$ cat config.mk
export PLATFORM = sky130hd
export DESIGN_NAME = board_state
export DESIGN_NICKNAME = d
export VERILOG_FILES = /design/src/rtl/board_state.sv
export SDC_FILE = /design/constraint.sdc
export NUM_CORES = 1
export LEC_CHECK = 0
export ABC_AREA = 1
export BUFFER_PORTS_ARGS = -buffer_cell sky130_fd_sc_hd__buf_2
export CORE_UTILIZATION = 47
export CTS_BUF_LIST = sky130_fd_sc_hd__clkbuf_16
export DETAILED_ROUTE_END_ITERATION = 8
export PLACE_DENSITY = 0.76
export SYNTH_ARGS = -nofsm -noshare
export SYNTH_HDL_FRONTEND = slang
export SYNTH_SLANG_ARGS = --single-unit
$ cat constraint.sdc
create_clock -name clk -period 2.5 [get_ports clk]
set_clock_uncertainty 0.05 [all_clocks]
set_input_delay 0.125 -clock clk [delete_from_list [all_inputs] [get_ports clk]]
set_output_delay 0.125 -clock clk [all_outputs]
set_load 0.02 [all_outputs]
$ cat src/rtl/board_state.sv
// rtl/board_state.sv - checkers board image with a move-legality FSM
// Optional king support is selected with the BOARD_KING_EN macro.
module board_state (
  input  logic         clk,
  input  logic         reset,
  input  logic         move_valid,
  output logic         move_ready,
  input  logic [5:0]   from_sq,
  input  logic [5:0]   to_sq,
  output logic         done,
  output logic         move_ok,
  output logic         turn,
  output logic [255:0] boardBuffer
);

  typedef enum logic [1:0] {IDLE, CHECK, APPLY, DONE} state_t;

  state_t       state, state_n;
  logic [5:0]   from_r, to_r, mid_r, mid_sq;
  logic         legal_r, jump_r;
  logic [3:0]   piece_r, piece, src;
  logic [1:0]   mid;
  logic         dst_occ, step, jump, dir_ok, legal, crown;
  logic [2:0]   fc, fr, tc, tr;
  logic [3:0]   col_sum, row_sum;
  logic signed [3:0] dcol, drow;

  function automatic logic [255:0] init_board();
    logic [255:0] b;
    b = '0;
    for (int s = 0; s < 64; s++) begin
      if (((s % 8) + (s / 8)) % 2 == 1) begin
        if (s / 8 <= 2)      b[4*s +: 4] = 4'b0011;
        else if (s / 8 >= 5) b[4*s +: 4] = 4'b0001;
      end
    end
    return b;
  endfunction

  // Column/row differences come from the 3-bit fields so edge wraps never look adjacent.
  always_comb begin
    fc      = from_r[2:0];
    fr      = from_r[5:3];
    tc      = to_r[2:0];
    tr      = to_r[5:3];
    dcol    = $signed({1'b0, tc}) - $signed({1'b0, fc});
    drow    = $signed({1'b0, tr}) - $signed({1'b0, fr});
    col_sum = {1'b0, fc} + {1'b0, tc};
    row_sum = {1'b0, fr} + {1'b0, tr};
    mid_sq  = {row_sum[3:1], col_sum[3:1]};
    src     = boardBuffer[{from_r, 2'b00} +: 4];
    dst_occ = boardBuffer[{to_r, 2'b00}];
    mid     = boardBuffer[{mid_sq, 2'b00} +: 2];
    step    = (dcol == 4'sd1 || dcol == -4'sd1) && (drow == 4'sd1 || drow == -4'sd1);
    jump    = (dcol == 4'sd2 || dcol == -4'sd2) && (drow == 4'sd2 || drow == -4'sd2)
              && mid[0] && (mid[1] != turn);
`ifdef BOARD_KING_EN
    dir_ok  = src[2] || (src[1] ? (drow > 4'sd0) : (drow < 4'sd0));
    crown   = src[1] ? (tr == 3'd7) : (tr == 3'd0);
    piece   = (src & 4'b0111) | {1'b0, crown, 2'b00};
`else
    dir_ok  = src[1] ? (drow > 4'sd0) : (drow < 4'sd0);
    crown   = 1'b0;
    piece   = (src & 4'b0011) | {1'b0, crown, 2'b00};
`endif
    legal   = src[0] && (src[1] == turn) && !dst_occ && dir_ok && (step || jump);
  end

  always_comb begin
    state_n    = state;
    move_ready = 1'b0;
    done       = 1'b0;
    move_ok    = 1'b0;
    case (state)
      IDLE: begin
        move_ready = 1'b1;
        if (move_valid) state_n = CHECK;
      end
      CHECK: state_n = APPLY;
      APPLY: state_n = DONE;
      DONE: begin
        done    = 1'b1;
        move_ok = legal_r;
        state_n = IDLE;
      end
      default: state_n = IDLE;
    endcase
  end

  always_ff @(posedge clk) begin
    if (reset) begin
      state       <= IDLE;
      boardBuffer <= init_board();
      turn        <= 1'b0;
      from_r      <= '0;
      to_r        <= '0;
      mid_r       <= '0;
      legal_r     <= 1'b0;
      jump_r      <= 1'b0;
      piece_r     <= '0;
    end else begin
      state <= state_n;
      case (state)
        IDLE: if (move_valid) begin
          from_r <= from_sq;
          to_r   <= to_sq;
        end
        CHECK: begin
          legal_r <= legal;
          jump_r  <= jump;
          mid_r   <= mid_sq;
          piece_r <= piece;
        end
        APPLY: if (legal_r) begin
          boardBuffer[{from_r, 2'b00} +: 4] <= 4'b0000;
          if (jump_r) boardBuffer[{mid_r, 2'b00} +: 4] <= 4'b0000;
          boardBuffer[{to_r, 2'b00} +: 4] <= piece_r;
          turn <= ~turn;
        end
        default: ;
      endcase
    end
  end

endmodule

==> reports/results.ini <==
[cells_and_area]
syn2layout_area_growth_pct = 42.9
fin_area_um2 = 24200
nFillCells = 3065
instances_no_fill = 3742
final_util_pct = 68.1
drive_gt1_share_pct = 32.4
layout.nets = 3302

[synthesis]
synth_top_family_by_area = simple AND/OR/NAND/NOR gates
synth_flop_cell = dfxtp_1
ys_seq_area_share_pct = 33.2
synth-edff-count = 0
yosysWarnings = 0
netlist_area_um2 = 16900
postSynthAreaPerCell_um2 = 6.33
syn_nets = 2714
netlist_top_cells_count = nand2_1 (728), nor2_1 (327), dfxtp_1 (281)
synth-adder-area-share_pct = 2.25
async_reset_ff_share_pct = 0
synthSimpleGateAreaFrac_pct = 34.9
synth.mux.area_fraction_pct = 0
synth_xor_area_share_pct = 0.577
synthDistinctLibCells = 54
synthTopCellsByArea = dfxtp_1 (33%), nand2_1 (16%), nor2_1 (7.3%), nand3_1 (6.5%), inv_1 (5.7%)
synth_top_area_share_pct = 33.2
synth_compound_area_share_pct = 18.6
synthCells = 2671
yosysMostFrequentCell = nand2_1
synth-seq-cells = 281
yosys.area.top_type = dfxtp_1

[detailed_routing]
met1_length_mm = 33.1
drc = 0
met3_wirelength_mm = 10.9
detailroute.via_count = 22000
dr.pass1.iters = 7
drt.antenna.violating_nets = 0
vias_per_cell = 5.87
detail_route.wl_per_cell_um = 23.1
met2_length_mm = 37.5
top_layer = met4
routed_wl_mm = 86.4
drt_iter0_markers = 2801

[cts]
h-tree-depth = 1
clock-root-buffer = clkbuf_16
clock_sinks = 281
cts_inserted_buffers = 29
clk_pin_slew_ps = 70
cts_tree = built
cts.path.max_buffers = 3
clock_latency_ps = 600

[place]
dpl.hpwl_mm = 65.8
place_area_um2 = 21200
pre_cts_slack_ps = -305
post-place-cells = 3622
gp_congestion = 1.11
port_buffers = 274

[timing]
timing_hold_violations_final = 0
max_freq_mhz = 370
slew_viol_final = 0
tightest_slew_ps = 1030
hold_slack_ps = 85.4
period_needed_ps = 2710
rsz0062_at_grt = true
setup_viol = 51
post-route-worst-setup-slack_ps = -206
min_period_over_period_pct = 108
relSlewSlack_pct = 31.3
tns_ps = -2550

[floorplanning]
die_y_um = 192
core-area_um2 = 35500
start_util_pct = 47.7
fp-row-count = 69
die_x_um = 192
dieArea_um2 = 36800
io_pins = 275

[critical_path]
r2r_slack_ps = -210
crit_top_cell = nand2_1
crit_chain = ha_4, fa_2, buf_12, buf_16, buf_8, o21ai_2, nand2_1, nand2_1, nand2_2, a21oi_2, nor2_4, nor2_2, nor2_1, nand3_2, nand2_1, nand2_1, a21oi_2
critPathBufInv = 3
cp-end-kind = flop
cp.arrival_ps = 3180
cp-start-kind = flop
crit_family = simple AND/OR/NAND/NOR gates
slowest_stage = fa_2
critical_path_class = flop to flop
critPathMaxStageDelay_ps = 600
path_max_fanout = 7
required_ps = 2970

[power]
total_power_mw = 25.7
peakVddDrop_v = 0.00102
leakagePower_nw = 11.2
p_per_area_nw_per_um2 = 1060

[flow_run]
maxCapViolations = 0

[global_route]
grt_pass1_vias = 19500
grt_overflow_total = 0
grt_max_degree = 90
antenna_found_initial = 2
grt_usage_pct = 44.5
grt_pass1_wl_mm = 121

[status]
status = finished, violations left
violations = negative setup slack

[worst_hold_path]
hold_class = primary input to flop

## routing by layer
metal | up-vias | track usage [%]
met5 | - | 0
li1 | 9906 | -
met4 | 0 | 22.4
met1 | 10300 | 56.3
met3 | 281 | 12.7
met2 | 1501 | 68.6
## area by class of cell
class                      instances  area [µm²]  share of cell area, %
multi-input combinational       1955       10600                   44.0
sequential                       281        5640                   23.3
timing repair buffer             711        5280                   21.8
inverter                         281        1120                   4.64
clock buffer                      29         726                   3.00
tap                              461         577                   2.39
clock inverter                    22         176                  0.730
antenna                            2        5.00                 0.0207
## tightest hold or removal path, cell delays in order
cell     delay (ps)
buf_2           140
inv_6           200
o21ai_0         160
a31oi_1          50
## logic make-up after synthesis
group | after synthesis
DFF | 281
buffers and inverters | 435
xor gates and xnor gates | 6
and+or+nand+nor | 1390
adders and majority gates | 28
AOI/OAI and AO/OA | 531
## registers in the layout, summed over array words and instances (netlist names)
signal	cells
from_r	6
piece_r	2
mid_r	6
jump_r	1
to_r	6
boardBuffer	256
state	2
legal_r	1
turn	1
## layout by cell type (no fill, tap or decap), drive strengths merged, types with 22 or more instances in the layout
master / Yosys / layout
inv: 279 / 284
o211ai: 68 / 68
buf: 68 / 693
a21oi: 155 / 155
dfxtp: 281 / 281
nor2: 343 / 343
o22ai: 22 / 22
ha: 24 / 24
a31oi: 47 / 47
clkbuf: 86 / 34
nand3: 220 / 220
nor3: 49 / 49
nand2: 739 / 739
o21ai: 207 / 207
## timing repair
action                                  in CTS  in global routing
endpoints found under the setup margin     202                200
hold buffers                                13                  0
resized for setup                           60                317
pin swaps                                   10                105
hold endpoints to repair                    14                  0
setup buffers                                9                 41
gates cloned                                 1                  5
## power by group
part | internal [mW] | leakage, nW | total [mW] | switching, mW
clock | 2.32 | 0.469 | 4.28 | 1.95
sequential | 4.62 | 2.27 | 4.77 | 0.146
combinational | 6.59 | 8.46 | 16.7 | 10.1
total | 13.5 | 11.2 | 25.7 | 12.2
## worst paths after layout
| check | from | to | depth (start not counted) |
|---|---|---|---|
| setup / recovery | to_r[0] | legal_r | 17 |
| hold / removal | reset | boardBuffer[116] | 4 |
| setup reg to reg | to_r[0] | legal_r | 17 |
| hold reg to reg | boardBuffer[83] | boardBuffer[83] | 2 |
Power figures use the tool's default switching activity.
